<file path="config.mk">
export PLATFORM = sky130hd
export DESIGN_NAME = microcode_sequencer_flat
export DESIGN_NICKNAME = d
export VERILOG_FILES = /design/src/rtl/microcode_sequencer_pkg.sv /design/src/rtl/microcode_sequencer_if.sv /design/src/rtl/microcode_sequencer.sv /design/src/flat_wrapper.sv
export SDC_FILE = /design/constraint.sdc
export NUM_CORES = 1
export LEC_CHECK = 0
export ABC_AREA = 0
export CORE_ASPECT_RATIO = 1.4
export CORE_UTILIZATION = 30
export DETAILED_ROUTE_END_ITERATION = 16
export PLACE_DENSITY_LB_ADDON = 0.15
export SYNTH_ARGS = -nofsm -noshare
export SYNTH_HDL_FRONTEND = slang
export SYNTH_SLANG_ARGS = --single-unit
</file>
<file path="constraint.sdc">
create_clock -name clk -period 1.68 [get_ports clk]
set_clock_uncertainty 0.2 [all_clocks]
set_input_delay 0.252 -clock clk [delete_from_list [all_inputs] [get_ports clk]]
set_output_delay 0.252 -clock clk [all_outputs]
set_load 0.02 [all_outputs]
</file>
<file path="src/rtl/microcode_sequencer_pkg.sv">
// Shared types for the microcode sequencer: control word, ALU flags, micro-instruction
// layout, sequencing opcodes and sequencer states.
package microcode_sequencer_pkg;

  // Default micro-step counter width; micro_instr_t.target is sized from it.
  localparam int unsigned STEP_WIDTH_DEFAULT = 4;

  // Control word driven to the datapath, one per micro-step.
  typedef struct packed {
    logic       reset;   // abort instruction, clear sequencer and fault
    logic       halt;    // stop after this step
    logic       alu_en;
    logic [2:0] alu_op;
    logic       reg_we;
    logic       mem_rd;
    logic       mem_wr;
    logic       pc_inc;
  } control_word_t;

  // Registered ALU flags from the datapath.
  typedef struct packed {
    logic alu_zero;
    logic alu_carry;
    logic alu_neg;
    logic alu_ovf;
  } alu_flag_t;

  typedef enum logic [1:0] {
    SEQ_NEXT = 2'd0,
    SEQ_END  = 2'd1,
    SEQ_BRZ  = 2'd2,
    SEQ_BRC  = 2'd3
  } seq_op_e;

  typedef enum logic [1:0] {
    S_FETCH = 2'd0,
    S_ROM   = 2'd1,
    S_EXEC  = 2'd2,
    S_HALT  = 2'd3
  } seq_state_e;

  // One microcode ROM word.
  typedef struct packed {
    control_word_t                 cw;
    seq_op_e                       seq;
    logic [STEP_WIDTH_DEFAULT-1:0] target;
  } micro_instr_t;

endpackage

</file>
<file path="src/rtl/microcode_sequencer_if.sv">
// Instruction-byte ready/valid handshake between the bus (master) and the
// sequencer (slave).
//   instr       : instruction byte
//   instr_valid : byte is valid
//   instr_ready : sequencer accepts the byte this cycle
interface microcode_sequencer_if #(
  parameter int unsigned DATA_BUS_WIDTH = 8
);
  logic [DATA_BUS_WIDTH-1:0] instr;
  logic                      instr_valid;
  logic                      instr_ready;

  modport master (output instr, output instr_valid, input instr_ready);
  modport slave  (input instr, input instr_valid, output instr_ready);
endinterface

</file>
<file path="src/rtl/microcode_sequencer.sv">
// Microcode sequencer: accepts an instruction byte over instr_bus, then walks that
// opcode's micro-steps in an external synchronous ROM, emitting one control word
// per step. Supports conditional micro-branches, halt/resume and a sticky
// step-overflow fault.
// Ports:
//   clk, rst     : clock, asynchronous active-high reset
//   instr_bus    : instruction handshake (slave side)
//   mc_addr_o    : ROM address {opcode, step}
//   mc_data_i    : ROM data, valid one cycle after its address
//   flags_i      : registered ALU flags
//   halt_req_i   : halt request, sampled only between instructions
//   run_i        : resume pulse, honoured only while halted
//   cw_o/cw_valid_o : control word and its qualifier
//   step_o, halt_o, fault_o : debug step, halted status, sticky overflow fault
module microcode_sequencer
  import microcode_sequencer_pkg::*;
#(
  parameter int unsigned DATA_BUS_WIDTH = 8,
  parameter int unsigned OPCODE_WIDTH   = 4,
  parameter int unsigned STEP_WIDTH     = STEP_WIDTH_DEFAULT,
  parameter int unsigned MC_ADDR_WIDTH  = OPCODE_WIDTH + STEP_WIDTH
) (
  input  logic                     clk,
  input  logic                     rst,
  microcode_sequencer_if.slave     instr_bus,
  output logic [MC_ADDR_WIDTH-1:0] mc_addr_o,
  input  micro_instr_t             mc_data_i,
  input  alu_flag_t                flags_i,
  input  logic                     halt_req_i,
  input  logic                     run_i,
  output control_word_t            cw_o,
  output logic                     cw_valid_o,
  output logic [STEP_WIDTH-1:0]    step_o,
  output logic                     halt_o,
  output logic                     fault_o
);

  seq_state_e              state_q, state_d;
  logic [OPCODE_WIDTH-1:0] opcode_q, opcode_d;
  logic [STEP_WIDTH-1:0]   step_q, step_d;
  logic                    fault_q, fault_d;
  logic                    instr_ready;

  // Only the opcode field and the zero/carry flags steer sequencing.
  logic unused_inputs;
  assign unused_inputs = ^{flags_i.alu_neg, flags_i.alu_ovf,
                           instr_bus.instr[DATA_BUS_WIDTH-OPCODE_WIDTH-1:0]};

  always_ff @(posedge clk or posedge rst) begin
    if (rst) begin
      state_q  <= S_FETCH;
      opcode_q <= '0;
      step_q   <= '0;
      fault_q  <= 1'b0;
    end else begin
      state_q  <= state_d;
      opcode_q <= opcode_d;
      step_q   <= step_d;
      fault_q  <= fault_d;
    end
  end

  always_comb begin
    state_d     = state_q;
    opcode_d    = opcode_q;
    step_d      = step_q;
    fault_d     = fault_q;
    instr_ready = 1'b0;
    cw_o        = '0;
    cw_valid_o  = 1'b0;
    halt_o      = 1'b0;

    unique case (state_q)
      S_FETCH: begin
        instr_ready = !halt_req_i;
        if (halt_req_i) begin
          state_d = S_HALT;
        end else if (instr_bus.instr_valid) begin
          opcode_d = instr_bus.instr[DATA_BUS_WIDTH-1 -: OPCODE_WIDTH];
          step_d   = '0;
          state_d  = S_ROM;
        end
      end

      S_ROM: state_d = S_EXEC;

      S_EXEC: begin
        cw_o       = mc_data_i.cw;
        cw_valid_o = 1'b1;
        if (mc_data_i.cw.reset) begin
          opcode_d = '0;
          step_d   = '0;
          fault_d  = 1'b0;
          state_d  = S_FETCH;
        end else if (mc_data_i.cw.halt) begin
          state_d = S_HALT;
        end else if (mc_data_i.seq == SEQ_END) begin
          state_d = S_FETCH;
        end else if ((mc_data_i.seq == SEQ_BRZ && flags_i.alu_zero) ||
                     (mc_data_i.seq == SEQ_BRC && flags_i.alu_carry)) begin
          // Taken branch: jumps anywhere, never faults.
          step_d  = STEP_WIDTH'(mc_data_i.target);
          state_d = S_ROM;
        end else if (step_q == {STEP_WIDTH{1'b1}}) begin
          // Increment past the last step: fault instead of wrapping.
          fault_d = 1'b1;
          step_d  = '0;
          state_d = S_HALT;
        end else begin
          step_d  = step_q + 1'b1;
          state_d = S_ROM;
        end
      end

      S_HALT: begin
        halt_o = 1'b1;
        if (run_i) state_d = S_FETCH;
      end

      default: state_d = S_FETCH;
    endcase
  end

  assign instr_bus.instr_ready = instr_ready;
  assign mc_addr_o             = MC_ADDR_WIDTH'({opcode_q, step_q});
  assign step_o                = step_q;
  assign fault_o               = fault_q;

endmodule
</file>
<file path="src/flat_wrapper.sv">
// flat-port wrapper written by rule: the top's interface ports become plain ports
module microcode_sequencer_flat import microcode_sequencer_pkg::*;
#(
  parameter int unsigned DATA_BUS_WIDTH = 8,
  parameter int unsigned OPCODE_WIDTH   = 4,
  parameter int unsigned STEP_WIDTH     = STEP_WIDTH_DEFAULT,
  parameter int unsigned MC_ADDR_WIDTH  = OPCODE_WIDTH + STEP_WIDTH
)
  (clk, rst, mc_addr_o, mc_data_i, flags_i, halt_req_i, run_i, cw_o, cw_valid_o, step_o, halt_o, fault_o, instr_bus_instr, instr_bus_instr_valid, instr_bus_instr_ready);
  microcode_sequencer_if #(.DATA_BUS_WIDTH(DATA_BUS_WIDTH)) instr_bus_i ();
  input  logic clk;
  input  logic rst;
  output logic [MC_ADDR_WIDTH-1:0] mc_addr_o;
  input  micro_instr_t mc_data_i;
  input  alu_flag_t flags_i;
  input  logic halt_req_i;
  input  logic run_i;
  output control_word_t cw_o;
  output logic cw_valid_o;
  output logic [STEP_WIDTH-1:0] step_o;
  output logic halt_o;
  output logic fault_o;
  input wire logic [$bits(instr_bus_i.instr)-1:0] instr_bus_instr;
  input wire logic [$bits(instr_bus_i.instr_valid)-1:0] instr_bus_instr_valid;
  output wire logic [$bits(instr_bus_i.instr_ready)-1:0] instr_bus_instr_ready;
  assign instr_bus_i.instr = instr_bus_instr;
  assign instr_bus_i.instr_valid = instr_bus_instr_valid;
  assign instr_bus_instr_ready = instr_bus_i.instr_ready;
  microcode_sequencer #(.DATA_BUS_WIDTH(DATA_BUS_WIDTH), .OPCODE_WIDTH(OPCODE_WIDTH), .STEP_WIDTH(STEP_WIDTH), .MC_ADDR_WIDTH(MC_ADDR_WIDTH)) u_core (.clk(clk), .rst(rst), .instr_bus(instr_bus_i), .mc_addr_o(mc_addr_o), .mc_data_i(mc_data_i), .flags_i(flags_i), .halt_req_i(halt_req_i), .run_i(run_i), .cw_o(cw_o), .cw_valid_o(cw_valid_o), .step_o(step_o), .halt_o(halt_o), .fault_o(fault_o));
endmodule
</file>
Word-level counts from Yosys, hierarchy flattened
Cells that the tools add are included.

operators by class
  add/sub/neg operators = 1
  equality and inequality tests = 17
  mux-type cells = 30
  reduce and logical (&&, ||, !) cells = 11

operators with widths
  operator             number
  $mux 4               10
  $mux 2               8
  $pmux 4 s2           2
  $ne 2x2->1 const B   6
  $mux 10              1
  $reduce_and 5->1     2
  $ne 3x3->1 const B   3
  $eq 2x2->1 const B   4
  $mux 1               8
  $pmux 2 s4           1
  $add 4x1->4 const B  1
  $eq 2x1->1 const B   2
  $eq 4x4->1 const B   1
  $reduce_and 4->1     1
  $reduce_bool 2->1    2
  $logic_and 1x1->1    2
  $logic_not 2->1      1
  $ne 2x1->1 const B   1
  $reduce_and 2->1     1
  $logic_not 1->1      1
  $logic_or 1x1->1     1

word-level totals
  flip-flop bits (word level) = 11
  output and inout bits = 26
  logic and storage cells = 63

Logic depth before layout (Yosys ltp)
  depth in word-level cells = 8
  mapped depth = 5
  mapped depth without buffers = 5

Worst setup path before layout
Ideal clock, no wire load.

  path type = flip-flop to output port
  start = register u_core.state_q[0]
  end = output port cw_o[0] (netlist name)
  data arrival time = 1328 ps
  data required time = 1228 ps
  path slack = -100 ps
  stages on the path, launching flop included = 5
  buffers on the path = 2
  cell sequence = dfrtp_1 > nor2b_1 > buf_2 > clkbuf_1 > and2_1

RTL lines
  element                   RTL line                   RTL
  start: declaration        microcode_sequencer.sv:38  seq_state_e state_q, state_d;
  start signal: assignment  microcode_sequencer.sv:56  state_q <= state_d;
  end: declaration          flat_wrapper.sv:18         output control_word_t cw_o;

==> impl_metrics.py <==
metrics = {
    "status": {
        "outcome": "finished with violations",
        "violations": "negative setup slack",
    },
    "floorplan": {
        "start_util_pct": 32.0,
        "io_pins": 59,
        "num_rows": 21,
        "dieArea_mm2": 0.00276,
        "die-width_um": 44.7,
        "chipHeight_um": 61.7,
        "core-area_mm2": 0.00239,
    },
    "clock_tree": {
        "cts_hold_buf": 0,
        "root_buffer": "clkbuf_4",
        "cts_sinks": 11,
        "cts-buffers-inserted": 3,
        "path_clk_slew_ns": 0.07,
        "tritoncts": "yes",
        "cts_setup_buffers": 0,
        "cts_htree_levels": 1,
        "cts_max_path_buffers": 2,
        "clk_latency_ns": 0.27,
    },
    "detailed_routing": {
        "dr.pass1.iters": 3,
        "via_count": 867,
        "wl_per_cell_um": 11.8,
        "drt_iter0_drc": 13,
        "via_per_inst": 4.64,
        "drc": 0,
        "antenna_left": 0,
        "routed_wl_mm": 2.21,
    },
    "timing": {
        "setup_viol": 9,
        "fin_ws_ns": -0.0372,
        "relSlewSlack_pct": 70.6,
        "min_period_over_period_pct": 102,
        "rsz0062_at_grt": "yes",
        "min_period_ns": 1.72,
        "worst_slew_pin_slew_ns": 0.440,
        "setup_tns_ns": -0.283,
        "timing.hold.ws_ns": 0.0782,
        "hold_viol": 0,
        "drv_slew": 0,
        "fmax_ghz": 0.582,
    },
    "global_route": {
        "antenna_found_initial": 0,
        "globalRoute.totalOverflow": 0,
        "grt_busiest_layer": "met2",
        "grt_use_met1_pct": 16.7,
        "grt_pass1_vias": 742,
        "grtUsageTotal_pct": 15.4,
        "grt_pass1_wl_mm": 3.12,
        "grt_start_max_net_pins": 12,
        "grt.met2_usage_pct": 29.2,
        "use_met3_pct": 2.31,
    },
    "placement": {
        "io_buffer_count": 52,
        "placed_area_mm2": 0.00143,
        "gp_congestion": 0.736,
        "place_worst_setup_slack_ns": -0.314,
        "dp_hpwl_mm": 1.75,
    },
    "setup_path": {
        "setup.worst_path.start_class": "flip-flop",
        "slowest_stage": "dfrtp_1",
        "critPathArrivalTime_ns": 1.27,
        "cp_slowest_stage_delay_ns": 0.41,
        "required_ns": 1.23,
        "crit_type": "flip-flop to output pin",
        "endpoint_kind": "output pin",
        "cp_max_fo": 10,
        "r2r_slack_ns": 0,
        "path_cells": "nor2b_4 -> buf_4 -> and2_1 -> buf_2",
    },
    "power_and_ir_drop": {
        "leakage_nw": 0.763,
        "share_comb_of_total_power_pct": 68.1,
        "p_sw_mw": 0.809,
        "p_per_area_mw_per_mm2": 1330,
        "swShare_pct": 42.1,
        "pwr-share-seq_pct": 22.6,
        "pwr-share-clk_pct": 9.3,
        "power.internal_mw": 1.11,
        "ir_drop_mv": 0.711,
    },
    "synth": {
        "netlist_area_um2": 764,
        "synthesis.nets": 118,
        "synth_edf_count": 0,
        "async_flop_share_pct": 100,
        "synth_seq_cells": 11,
        "yosys_warnings": 0,
        "ys_seq_area_share_pct": 36.0,
        "syn_inst": 84,
        "postSynthAreaPerCell_um2": 9.10,
        "synth_cell_types": 31,
        "synthFlopType": "dfrtp_1",
    },
    "layout": {
        "fin_nets": 188,
        "area_delta_synth_final_pct": 88.4,
        "final_common_cell": "clkdlybuf4s50_1",
        "fin_util_pct": 60.2,
        "n_fill_cell": 227,
        "drive_gt1_share_pct": 32.0,
        "final_area_mm2": 0.00144,
        "final_cell_mix": "25 x clkdlybuf4s50_1, 19 x buf_4, 11 x dlygate4sd2_1, 11 x dfrtp_1, 10 x buf_2",
        "antennaDiodeCount": 0,
    },
    "worst_hold_path": {
        "holdCritPathClass": "primary input to asynchronous set/reset pin",
    },
    "job": {
        "cap_viol_max_count": 0,
    },
}
## area by class of cell
| class | count | area [um2] | area share [%] |
|---|---|---|---|
| repair buffers | 72 | 622 | 43.2 |
| multi-input cells | 61 | 455 | 31.6 |
| flip-flops and latches | 11 | 275 | 19.1 |
| well taps | 34 | 42.5 | 2.95 |
| clock buffers | 4 | 26.3 | 1.82 |
| inverters | 5 | 18.8 | 1.30 |
## cells by family (layout without fill, tap and decap cells)
kind of cell / after synthesis / after routing / share of synthesized area [%]
flops: 11 / 11 / 36.0
fa+ha+maj: 1 / 1 / 1.64
compound gates: 20 / 20 / 18.5
simple gates: 33 / 33 / 25.7
buf+inv: 12 / 81 / 8.18
mux: 7 / 7 / 9.98
## critical path: cells and delay by family, from the launching register on
kind          cells  cell delay, ns
flops             1            0.41
buf+inv           2            0.30
simple gates      2            0.29
## stage by stage
| stage | instances | power (mW) |
|---|---|---|
| floorplan | 84 | 1.14 |
| global placement | 183 | 1.80 |
| detailed placement | 183 | 1.81 |
| CTS | 187 | 1.89 |
| global route | 187 | 2.07 |
| finish | 187 | 1.92 |
## routing by layer
layer  up-vias  wire [um]
met5         -          0
met4         0         34
met3         5        187
met2        38       1120
met1       392        863
li1        432          -
## flip-flops by register name (all words and copies together), names as in the netlist
name	flops
u_core.opcode_q	4
u_core.fault_o	1
u_core.step_o	4
u_core.state_q	2
## repair_timing
item / 4_1_cts / 5_1_grt
gates resized for setup: 71 / 11
pin swaps: 1 / 1
gates cloned: 0 / 0
setup endpoints to repair: 28 / 21
## cells in the mapped netlist, types with 3 or more instances
library cell | number | area [um2]
a21oi_1 | 7 | 35.0
and2_1 | 11 | 68.8
buf_4 | 4 | 30.0
dfrtp_1 | 11 | 275
inv_1 | 5 | 18.8
mux2_2 | 5 | 56.3
nand2_1 | 3 | 11.3
nor2_1 | 4 | 15.0
nor2b_1 | 6 | 37.5
o2bb2ai_1 | 3 | 26.3
## power groups by stage
stage	clock network, mW	registers [mW]	logic [mW]
2_1_floorplan	0	0.529	0.614
3_3_place_gp	0	0.428	1.37
3_5_place_dp	0	0.433	1.38
4_1_cts	0.189	0.435	1.27
5_1_grt	0.203	0.449	1.41
6_report	0.179	0.434	1.31
## worst paths after layout
path	from	endpoint	cells past startpoint
min in group clk	u_core.opcode_q[1]$_DFFE_PP0P_	u_core.opcode_q[1]$_DFFE_PP0P_	1
max in group asynchronous	rst	u_core.state_q[0]$_DFFE_PP0P_	2
min reg2reg	u_core.opcode_q[1]$_DFFE_PP0P_	u_core.opcode_q[1]$_DFFE_PP0P_	1
max reg2reg	u_core.state_q[1]$_DFFE_PP0P_	u_core.opcode_q[0]$_DFFE_PP0P_	6
min	rst	u_core.opcode_q[0]$_DFFE_PP0P_	2
max	u_core.state_q[1]$_DFFE_PP0P_	cw_o[6]	4
Power figures use the tool's default switching activity.
